<file path="config.mk">
export PLATFORM = sky130hd
export DESIGN_NAME = conv_acc_feeder_flat
export DESIGN_NICKNAME = d
export VERILOG_FILES = /design/src/rtl/conv_acc_pkg.sv /design/src/rtl/conv_acc_feeder_if.sv /design/src/rtl/conv_acc_feeder_word_byte_ser.sv /design/src/rtl/conv_acc_feeder.sv /design/src/flat_wrapper.sv
export SDC_FILE = /design/constraint.sdc
export NUM_CORES = 1
export LEC_CHECK = 0
export ABC_AREA = 1
export BUFFER_PORTS_ARGS = -buffer_cell sky130_fd_sc_hd__buf_2
export CORE_AREA = 4 4 125 151
export DETAILED_ROUTE_END_ITERATION = 6
export DIE_AREA = 0 0 129 155
export GPL_TIMING_DRIVEN = 0
export PLACE_DENSITY = 0.81
export SETUP_SLACK_MARGIN = 0.02
export SLEW_MARGIN = 20
export SYNTH_ARGS = -nofsm -noshare
export SYNTH_HDL_FRONTEND = slang
export SYNTH_SLANG_ARGS = --single-unit
</file>
<file path="constraint.sdc">
create_clock -name clk -period 6.8 [get_ports clk]
set_input_delay 0.34 -clock clk [delete_from_list [all_inputs] [get_ports clk]]
set_output_delay 0.34 -clock clk [all_outputs]
set_load 0.005 [all_outputs]
</file>
<file path="src/rtl/conv_acc_pkg.sv">
// Shared types and constants for the conv accelerator host-side feeder.
package conv_acc_pkg;

  localparam int BYTES_PER_WORD = 4;

  typedef enum logic [2:0] {
    IDLE  = 3'd0,
    LOAD  = 3'd1,
    START = 3'd2,
    WHT   = 3'd3,
    IFM   = 3'd4,
    OUT   = 3'd5,
    DONE  = 3'd6
  } feeder_state_e;

endpackage

</file>
<file path="src/rtl/conv_acc_feeder_if.sv">
// Memory and accelerator stream bundle between the feeder (master) and its environment (slave).
interface conv_acc_feeder_if #(
  parameter int AW = 14
);
  logic          rd_en;
  logic [AW-1:0] rd_addr;
  logic [31:0]   rd_data;
  logic          wr_en;
  logic [AW-1:0] wr_addr;
  logic [31:0]   wr_data;
  logic          conv_start;
  logic [7:0]    wht;
  logic          wht_valid;
  logic          wht_ready;
  logic [7:0]    ifm;
  logic          ifm_valid;
  logic          ifm_ready;
  logic [31:0]   out;
  logic          out_valid;
  logic          out_ready;
  logic          conv_end;

  modport master (
    output rd_en, rd_addr, wr_en, wr_addr, wr_data, conv_start,
    output wht, wht_valid, ifm, ifm_valid, out_ready,
    input  rd_data, wht_ready, ifm_ready, out, out_valid, conv_end
  );

  modport slave (
    input  rd_en, rd_addr, wr_en, wr_addr, wr_data, conv_start,
    input  wht, wht_valid, ifm, ifm_valid, out_ready,
    output rd_data, wht_ready, ifm_ready, out, out_valid, conv_end
  );
endinterface

</file>
<file path="src/rtl/conv_acc_feeder_word_byte_ser.sv">
// Holds one 32-bit word and hands it out LSB byte first over an 8-bit valid/ready port.
module word_byte_ser
  import conv_acc_pkg::*;
(
  input  logic        clk,
  input  logic        rst_n,
  input  logic        ld_en,
  input  logic [31:0] ld_data,
  input  logic        ready_i,
  output logic        valid_o,
  output logic [7:0]  byte_o,
  output logic        last_byte_o
);

  localparam logic [1:0] LAST_IDX = 2'(BYTES_PER_WORD - 1);

  logic [31:0] word_q, word_d;
  logic [1:0]  idx_q, idx_d;
  logic        full_q, full_d;

  always_comb begin
    word_d = word_q;
    idx_d  = idx_q;
    full_d = full_q;
    if (full_q && ready_i) begin
      idx_d = idx_q + 2'd1;
      if (idx_q == LAST_IDX) full_d = 1'b0;
    end
    // A load only arrives once the previous word has fully drained.
    if (ld_en) begin
      word_d = ld_data;
      idx_d  = '0;
      full_d = 1'b1;
    end
  end

  always_ff @(posedge clk) begin
    if (!rst_n) begin
      word_q <= '0;
      idx_q  <= '0;
      full_q <= 1'b0;
    end else begin
      word_q <= word_d;
      idx_q  <= idx_d;
      full_q <= full_d;
    end
  end

  always_comb begin
    byte_o = word_q[7:0];
    case (idx_q)
      2'd1:    byte_o = word_q[15:8];
      2'd2:    byte_o = word_q[23:16];
      2'd3:    byte_o = word_q[31:24];
      default: byte_o = word_q[7:0];
    endcase
  end

  assign valid_o     = full_q;
  assign last_byte_o = (idx_q == LAST_IDX);

endmodule

</file>
<file path="src/rtl/conv_acc_feeder.sv">
// Streams weight/ifm words from buffer memory into the accelerator byte ports,
// then drains accelerator results back into memory; one run per conv tile.
module conv_acc_feeder
  import conv_acc_pkg::*;
#(
  parameter int AW    = 14,
  parameter int CNT_W = 16
) (
  input  logic             clk,
  input  logic             rst_n,
  input  logic             start,
  input  logic [AW-1:0]    wht_base,
  input  logic [CNT_W-1:0] wht_words,
  input  logic [AW-1:0]    ifm_base,
  input  logic [CNT_W-1:0] ifm_words,
  input  logic [AW-1:0]    out_base,
  input  logic [CNT_W-1:0] out_words,
  output logic             busy,
  output logic             done,
  output logic             err,
  conv_acc_feeder_if.master bus
);

  feeder_state_e state_q, state_d;
  feeder_state_e first_phase, after_wht;

  logic [AW-1:0]    wht_base_q, wht_base_d, ifm_base_q, ifm_base_d, out_base_q, out_base_d;
  logic [CNT_W-1:0] wht_words_q, wht_words_d, ifm_words_q, ifm_words_d, out_words_q, out_words_d;
  logic [CNT_W-1:0] rd_cnt_q, rd_cnt_d, res_cnt_q, res_cnt_d;
  logic             rd_pend_q, rd_pend_d, end_seen_q, end_seen_d, err_q, err_d;

  logic             start_acc, phase_act, words_done, byte_hs, last_hs, rd_req, phase_end;
  logic             res_pend, res_hs, cnt_reached, end_now;
  logic [AW-1:0]    cur_base;
  logic [CNT_W-1:0] cur_words;
  logic [7:0]       ser_byte;
  logic             ser_valid, ser_ready, ser_last;

  assign start_acc   = (state_q == IDLE) && start;
  assign phase_act   = (state_q == WHT) || (state_q == IFM);
  assign cur_base    = (state_q == WHT) ? wht_base_q : ifm_base_q;
  assign cur_words   = (state_q == WHT) ? wht_words_q : ifm_words_q;
  assign words_done  = (rd_cnt_q == cur_words);
  assign byte_hs     = ser_valid && ser_ready;
  assign last_hs     = byte_hs && ser_last;
  // First word is fetched on phase entry; later words on the last-byte handshake.
  assign rd_req      = phase_act && !words_done && ((rd_cnt_q == '0) || last_hs);
  assign phase_end   = phase_act && words_done && last_hs;
  assign res_pend    = (state_q == OUT) && (res_cnt_q != out_words_q);
  assign res_hs      = res_pend && bus.out_valid;
  assign cnt_reached = (res_cnt_q == out_words_q) ||
                       (res_hs && ((res_cnt_q + CNT_W'(1)) == out_words_q));
  assign end_now     = end_seen_q || bus.conv_end;
  assign after_wht   = (ifm_words_q != '0) ? IFM : OUT;
  assign first_phase = (wht_words_q != '0) ? WHT : after_wht;

  word_byte_ser u_ser (
    .clk         (clk),
    .rst_n       (rst_n),
    .ld_en       (rd_pend_q),
    .ld_data     (bus.rd_data),
    .ready_i     (ser_ready),
    .valid_o     (ser_valid),
    .byte_o      (ser_byte),
    .last_byte_o (ser_last)
  );

  always_ff @(posedge clk) begin
    if (!rst_n) state_q <= IDLE;
    else        state_q <= state_d;
  end

  always_comb begin
    state_d = state_q;
    case (state_q)
      IDLE:    if (start) state_d = LOAD;
      LOAD:    state_d = START;
      START:   state_d = first_phase;
      WHT:     if (phase_end) state_d = after_wht;
      IFM:     if (phase_end) state_d = OUT;
      OUT:     if (end_now) state_d = DONE;
      DONE:    state_d = IDLE;
      default: state_d = IDLE;
    endcase
  end

  always_comb begin
    busy           = (state_q != IDLE);
    done           = (state_q == DONE);
    err            = err_q;
    bus.conv_start = (state_q == START);
    bus.rd_en      = rd_req;
    bus.rd_addr    = rd_req ? (cur_base + AW'(rd_cnt_q)) : '0;
    bus.wht_valid  = (state_q == WHT) && ser_valid;
    bus.wht        = ((state_q == WHT) && ser_valid) ? ser_byte : '0;
    bus.ifm_valid  = (state_q == IFM) && ser_valid;
    bus.ifm        = ((state_q == IFM) && ser_valid) ? ser_byte : '0;
    ser_ready      = (state_q == WHT) ? bus.wht_ready :
                     (state_q == IFM) ? bus.ifm_ready : 1'b0;
    bus.out_ready  = res_pend;
    bus.wr_en      = res_hs;
    bus.wr_addr    = res_hs ? (out_base_q + AW'(res_cnt_q)) : '0;
    bus.wr_data    = res_hs ? bus.out : '0;
  end

  always_comb begin
    wht_base_d  = wht_base_q;
    ifm_base_d  = ifm_base_q;
    out_base_d  = out_base_q;
    wht_words_d = wht_words_q;
    ifm_words_d = ifm_words_q;
    out_words_d = out_words_q;
    rd_cnt_d    = rd_cnt_q;
    res_cnt_d   = res_cnt_q;
    rd_pend_d   = rd_req;
    end_seen_d  = end_seen_q;
    err_d       = err_q;
    if (start_acc) begin
      wht_base_d  = wht_base;
      ifm_base_d  = ifm_base;
      out_base_d  = out_base;
      wht_words_d = wht_words;
      ifm_words_d = ifm_words;
      out_words_d = out_words;
      res_cnt_d   = '0;
      end_seen_d  = 1'b0;
      err_d       = 1'b0;
    end
    if (!phase_act || phase_end) rd_cnt_d = '0;
    else if (rd_req)             rd_cnt_d = rd_cnt_q + CNT_W'(1);
    if (res_hs) res_cnt_d = res_cnt_q + CNT_W'(1);
    if (bus.conv_end && (state_q inside {START, WHT, IFM, OUT})) end_seen_d = 1'b1;
    // End-of-tile while results are still owed marks the run as failed.
    if ((state_q == OUT) && end_now && !cnt_reached) err_d = 1'b1;
  end

  always_ff @(posedge clk) begin
    if (!rst_n) begin
      rd_cnt_q   <= '0;
      res_cnt_q  <= '0;
      rd_pend_q  <= 1'b0;
      end_seen_q <= 1'b0;
      err_q      <= 1'b0;
    end else begin
      rd_cnt_q   <= rd_cnt_d;
      res_cnt_q  <= res_cnt_d;
      rd_pend_q  <= rd_pend_d;
      end_seen_q <= end_seen_d;
      err_q      <= err_d;
    end
  end

  always_ff @(posedge clk) begin
    wht_base_q  <= wht_base_d;
    ifm_base_q  <= ifm_base_d;
    out_base_q  <= out_base_d;
    wht_words_q <= wht_words_d;
    ifm_words_q <= ifm_words_d;
    out_words_q <= out_words_d;
  end

endmodule

</file>
<file path="src/flat_wrapper.sv">
// flat-port wrapper written by rule: the top's interface ports become plain ports
module conv_acc_feeder_flat import conv_acc_pkg::*;
#(
  parameter int AW    = 14,
  parameter int CNT_W = 16
)
  (clk, rst_n, start, wht_base, wht_words, ifm_base, ifm_words, out_base, out_words, busy, done, err, bus_rd_en, bus_rd_addr, bus_wr_en, bus_wr_addr, bus_wr_data, bus_conv_start, bus_wht, bus_wht_valid, bus_ifm, bus_ifm_valid, bus_out_ready, bus_rd_data, bus_wht_ready, bus_ifm_ready, bus_out, bus_out_valid, bus_conv_end);
  conv_acc_feeder_if #(.AW(AW)) bus_i ();
  input  logic clk;
  input  logic rst_n;
  input  logic start;
  input  logic [AW-1:0] wht_base;
  input  logic [CNT_W-1:0] wht_words;
  input  logic [AW-1:0] ifm_base;
  input  logic [CNT_W-1:0] ifm_words;
  input  logic [AW-1:0] out_base;
  input  logic [CNT_W-1:0] out_words;
  output logic busy;
  output logic done;
  output logic err;
  output wire logic [$bits(bus_i.rd_en)-1:0] bus_rd_en;
  output wire logic [$bits(bus_i.rd_addr)-1:0] bus_rd_addr;
  output wire logic [$bits(bus_i.wr_en)-1:0] bus_wr_en;
  output wire logic [$bits(bus_i.wr_addr)-1:0] bus_wr_addr;
  output wire logic [$bits(bus_i.wr_data)-1:0] bus_wr_data;
  output wire logic [$bits(bus_i.conv_start)-1:0] bus_conv_start;
  output wire logic [$bits(bus_i.wht)-1:0] bus_wht;
  output wire logic [$bits(bus_i.wht_valid)-1:0] bus_wht_valid;
  output wire logic [$bits(bus_i.ifm)-1:0] bus_ifm;
  output wire logic [$bits(bus_i.ifm_valid)-1:0] bus_ifm_valid;
  output wire logic [$bits(bus_i.out_ready)-1:0] bus_out_ready;
  input wire logic [$bits(bus_i.rd_data)-1:0] bus_rd_data;
  input wire logic [$bits(bus_i.wht_ready)-1:0] bus_wht_ready;
  input wire logic [$bits(bus_i.ifm_ready)-1:0] bus_ifm_ready;
  input wire logic [$bits(bus_i.out)-1:0] bus_out;
  input wire logic [$bits(bus_i.out_valid)-1:0] bus_out_valid;
  input wire logic [$bits(bus_i.conv_end)-1:0] bus_conv_end;
  assign bus_rd_en = bus_i.rd_en;
  assign bus_rd_addr = bus_i.rd_addr;
  assign bus_wr_en = bus_i.wr_en;
  assign bus_wr_addr = bus_i.wr_addr;
  assign bus_wr_data = bus_i.wr_data;
  assign bus_conv_start = bus_i.conv_start;
  assign bus_wht = bus_i.wht;
  assign bus_wht_valid = bus_i.wht_valid;
  assign bus_ifm = bus_i.ifm;
  assign bus_ifm_valid = bus_i.ifm_valid;
  assign bus_out_ready = bus_i.out_ready;
  assign bus_i.rd_data = bus_rd_data;
  assign bus_i.wht_ready = bus_wht_ready;
  assign bus_i.ifm_ready = bus_ifm_ready;
  assign bus_i.out = bus_out;
  assign bus_i.out_valid = bus_out_valid;
  assign bus_i.conv_end = bus_conv_end;
  conv_acc_feeder #(.AW(AW), .CNT_W(CNT_W)) u_core (.clk(clk), .rst_n(rst_n), .start(start), .wht_base(wht_base), .wht_words(wht_words), .ifm_base(ifm_base), .ifm_words(ifm_words), .out_base(out_base), .out_words(out_words), .busy(busy), .done(done), .err(err), .bus(bus_i));
endmodule
</file>
==> flow_results.xml <==
<?xml version="1.0" encoding="UTF-8"?>
<metrics>
  <group name="finish">
    <metric name="final_core_util" unit="">0.658</metric>
    <metric name="antenna_cells" unit="">0</metric>
    <metric name="final_net_count" unit="">1646</metric>
    <metric name="most-common-layout-cells" unit="">sky130_fd_sc_hd__nand2_1 (290), sky130_fd_sc_hd__buf_2 (252), sky130_fd_sc_hd__nor2_1 (189)</metric>
    <metric name="area.growth.synth_to_final" unit="%">23.4</metric>
    <metric name="stdcell_area" unit="um2">11400</metric>
    <metric name="most_common_cell_after_layout_fill_and_taps_aside" unit="">sky130_fd_sc_hd__nand2_1</metric>
    <metric name="fraction_of_layout_instances_using_a_drive_strength_above_1" unit="">0.228</metric>
    <metric name="final.fill_count" unit="">1485</metric>
    <metric name="multi_input_area" unit="um2">4440</metric>
    <metric name="sequential_cell_area" unit="um2">4160</metric>
  </group>
  <group name="sta">
    <metric name="finalMaxSlewViolations" unit="">0</metric>
    <metric name="hold_ws" unit="ns">0.0873</metric>
    <metric name="min_tclk_post_route" unit="ns">3.96</metric>
    <metric name="finalSetupViolCount" unit="">0</metric>
    <metric name="max-slew-margin-rel" unit="">0.538</metric>
    <metric name="rsz0062_at_grt" unit="">no</metric>
    <metric name="timing.final.hold_violations" unit="">0</metric>
    <metric name="final.period_utilization" unit="">0.582</metric>
    <metric name="worst_clock_skew" unit="ns">0.00862</metric>
    <metric name="timing_worst_slew_pin_value" unit="ns">0.691</metric>
    <metric name="postLayoutSetupSlackWorst" unit="ns">2.84</metric>
    <metric name="fmax" unit="GHz">0.253</metric>
    <metric name="fin_setup_tns" unit="ns">0</metric>
  </group>
  <group name="cts">
    <metric name="cts_htree_levels" unit="">4</metric>
    <metric name="clkTransAtPathRegs" unit="ns">0.07</metric>
    <metric name="post_cts_resized" unit="">0</metric>
    <metric name="post_cts.repair.setup_buffers" unit="">0</metric>
    <metric name="clk-insertion-delay-late" unit="ns">0.42</metric>
    <metric name="cts_buffers" unit="">17</metric>
    <metric name="max-clock-path-buffers" unit="">2</metric>
    <metric name="clockRootBuffer" unit="">sky130_fd_sc_hd__clkbuf_16</metric>
    <metric name="cts.sinks" unit="">163</metric>
    <metric name="cts_tree" unit="">yes</metric>
    <metric name="ctsHoldBuffers" unit="">0</metric>
  </group>
  <group name="worst_setup_path">
    <metric name="crit_path_max_fanout" unit="">10</metric>
    <metric name="crit_top_cell" unit="">sky130_fd_sc_hd__nand2_1</metric>
    <metric name="slowest_stage" unit="">sky130_fd_sc_hd__clkbuf_1</metric>
    <metric name="critical_path_cell_by_cell" unit="">buf_6, nand2_4, nor2_4, buf_6, clkbuf_1, nand2_1, nand2_1, ha_1, a21oi_1, o21ai_0, nand2_1, nand4_1, a31o_2, nand2_1, nand2_1, nor2_1, buf_2</metric>
    <metric name="timing.critical_path.slowest_cell_delay" unit="ns">0.44</metric>
    <metric name="path_class" unit="">flop to primary output</metric>
    <metric name="crit_path_start_kind" unit="">flop</metric>
    <metric name="worst_ep_required_time" unit="ns">6.46</metric>
    <metric name="cp_top_family" unit="">simple AND/OR/NAND/NOR gates</metric>
    <metric name="critical_path.endpoint_type" unit="">primary output</metric>
    <metric name="cp.arrival" unit="ns">3.62</metric>
    <metric name="worstPathBufferInverterCount" unit="">4</metric>
  </group>
  <group name="drt">
    <metric name="drt_iter0_markers" unit="">422</metric>
    <metric name="drc_errors" unit="">0</metric>
    <metric name="finalWirelength" unit="um">24000</metric>
    <metric name="wl_cell" unit="um">14.3</metric>
    <metric name="final_antenna_net_count" unit="">0</metric>
    <metric name="vias_per_cell" unit="">5.19</metric>
    <metric name="drtPass1Iterations" unit="">6</metric>
    <metric name="via_count" unit="">8717</metric>
  </group>
  <group name="power_and_ir_drop">
    <metric name="vdd.ir_drop.worst" unit="mV">0.306</metric>
    <metric name="power.switching_fraction" unit="">0.342</metric>
    <metric name="comb_power_share" unit="">0.314</metric>
    <metric name="p_sw" unit="mW">1.14</metric>
    <metric name="cellInternalPower" unit="mW">2.20</metric>
    <metric name="pwr_density_cell" unit="nW/um2">292</metric>
    <metric name="power_leakage" unit="nW">5.49</metric>
    <metric name="power_frac_seq" unit="">0.408</metric>
    <metric name="pwr-share-clk" unit="">0.278</metric>
  </group>
  <group name="floorplan">
    <metric name="chipHeight" unit="um">155</metric>
    <metric name="floorplan.core_area" unit="um2">17400</metric>
    <metric name="rows" unit="">53</metric>
    <metric name="die_area" unit="um2">20000</metric>
    <metric name="initial_utilization" unit="">0.534</metric>
    <metric name="design.portCount" unit="">246</metric>
    <metric name="width_of_the_die" unit="um">129</metric>
  </group>
  <group name="logic_synthesis">
    <metric name="synth_fp_nets" unit="">1379</metric>
    <metric name="synthCells" unit="">1181</metric>
    <metric name="yosysSeqAreaShare" unit="">0.449</metric>
    <metric name="synth_warnings" unit="">0</metric>
    <metric name="mappedNetlistArea" unit="um2">9270</metric>
    <metric name="synth.avg_cell_area" unit="um2">7.85</metric>
    <metric name="async_flop_share" unit="">0</metric>
    <metric name="post_synth_top_flop" unit="">sky130_fd_sc_hd__edfxtp_1</metric>
    <metric name="ys_ff_latch" unit="">163</metric>
    <metric name="synth_enable_flop_cells" unit="">90</metric>
    <metric name="synthDistinctLibCells" unit="">47</metric>
  </group>
  <group name="grt">
    <metric name="grt_start_max_net_pins" unit="">31</metric>
    <metric name="gr-usage-all-layers" unit="">0.239</metric>
    <metric name="grt_first_pass_wirelength" unit="um">38300</metric>
    <metric name="grt-ovfl-total" unit="">0</metric>
    <metric name="vias_in_the_first_global_route" unit="">8334</metric>
    <metric name="antenna_found_initial" unit="">0</metric>
  </group>
  <group name="placed_design">
    <metric name="hpwl" unit="um">18700</metric>
    <metric name="io_buffers" unit="">245</metric>
    <metric name="dp_worst_setup_slack" unit="ns">3.32</metric>
    <metric name="post_dp_cell_area" unit="um2">10900</metric>
    <metric name="gpl.final_weighted_congestion" unit="">0.941</metric>
  </group>
  <group name="run">
    <metric name="max_cap_viol_count" unit="">0</metric>
  </group>
  <group name="outcome">
    <metric name="status" unit="">finished clean</metric>
  </group>
  <group name="min_path">
    <metric name="timing.hold.worst.class" unit="">input port to flop</metric>
  </group>
</metrics>
per-stage QoR:
stage | total power, mW | std cells
4_1_cts | 3.36 | 1681
3_3_place_gp | 2.39 | 1646
3_5_place_dp | 2.43 | 1649
2_1_floorplan | 2.08 | 1181
5_1_grt | 3.56 | 1681
6_report | 3.34 | 1681
registers in the layout (all words and copies together) (netlist names), 2 cells and up:
name                 count
u_core.u_ser.word_q     32
u_core.ifm_words_q      16
u_core.out_words_q      16
u_core.rd_cnt_q         16
u_core.res_cnt_q        16
u_core.wht_words_q      16
u_core.ifm_base_q       14
u_core.out_base_q       14
u_core.wht_base_q       14
u_core.state_q           3
u_core.u_ser.idx_q       2
power by group through the flow:
stage	Clock (mW)	Sequential, mW	Combinational, mW
final	0.930	1.36	1.05
after detailed placement	0	1.38	1.05
after global placement	0	1.42	0.972
after floorplan	0	1.38	0.698
after CTS	0.947	1.36	1.05
after global routing	0.998	1.38	1.18
cell type report:
cell class	count	share of cell area
multi-input cells	860	0.388
clock inverters	10	0.00569
repair buffers	248	0.114
clock buffers	22	0.0453
plain buffers	39	0.0198
well taps	220	0.0241
inverters	119	0.0393
flip-flops and latches	163	0.364
Yosys cell counts, drive strengths merged (13+ instances only):
master  count  share of area
nand3      59          0.033
clkbuf     22         0.0089
dfxtp      73           0.16
xor2       39          0.037
buf        17          0.016
a21oi      79          0.048
edfxtp     90           0.29
o21ai      70          0.039
nand4      13         0.0088
ha         35          0.047
nand2     296           0.12
nor2      192          0.079
inv       117          0.048
per-layer routing:
metal  track usage  up-vias  part of all wire
met1         0.283     3909              0.41
met4         0.104        0             0.038
li1              -     4410                 -
met2         0.416      333              0.49
met3        0.0491       65             0.065
met5             0        -                 0
worst paths after layout:
kind | from | endpoint | slack [ns] | cells after the start
worst max register to register | u_core.state_q[0]$_SDFFE_PN0P_ | u_core.res_cnt_q[8]$_SDFFE_PN0P_ | 3.93 | 13
worst min register to register | u_core.end_seen_q$_SDFFE_PN0P_ | u_core.end_seen_q$_SDFFE_PN0P_ | 0.47 | 2
worst min-delay path | out_base[8] | u_core.out_base_q[8]$_DFFE_PP_ | 0.09 | 1
worst max-delay path | u_core.state_q[1]$_SDFFE_PN0P_ | bus_rd_addr[11] | 2.84 | 17
cell families after synthesis:
kind of cell,count (synthesis),synth area share
DFF,163,0.449
buffers and inverters,158,0.0729
AOI/OAI and AO/OA,180,0.113
muxes,1,0.00108
and+or+nand+nor,592,0.265
adders and majority gates,37,0.0516
xor gates and xnor gates,50,0.0472
No activity file was read; power rests on OpenSTA's default activity.
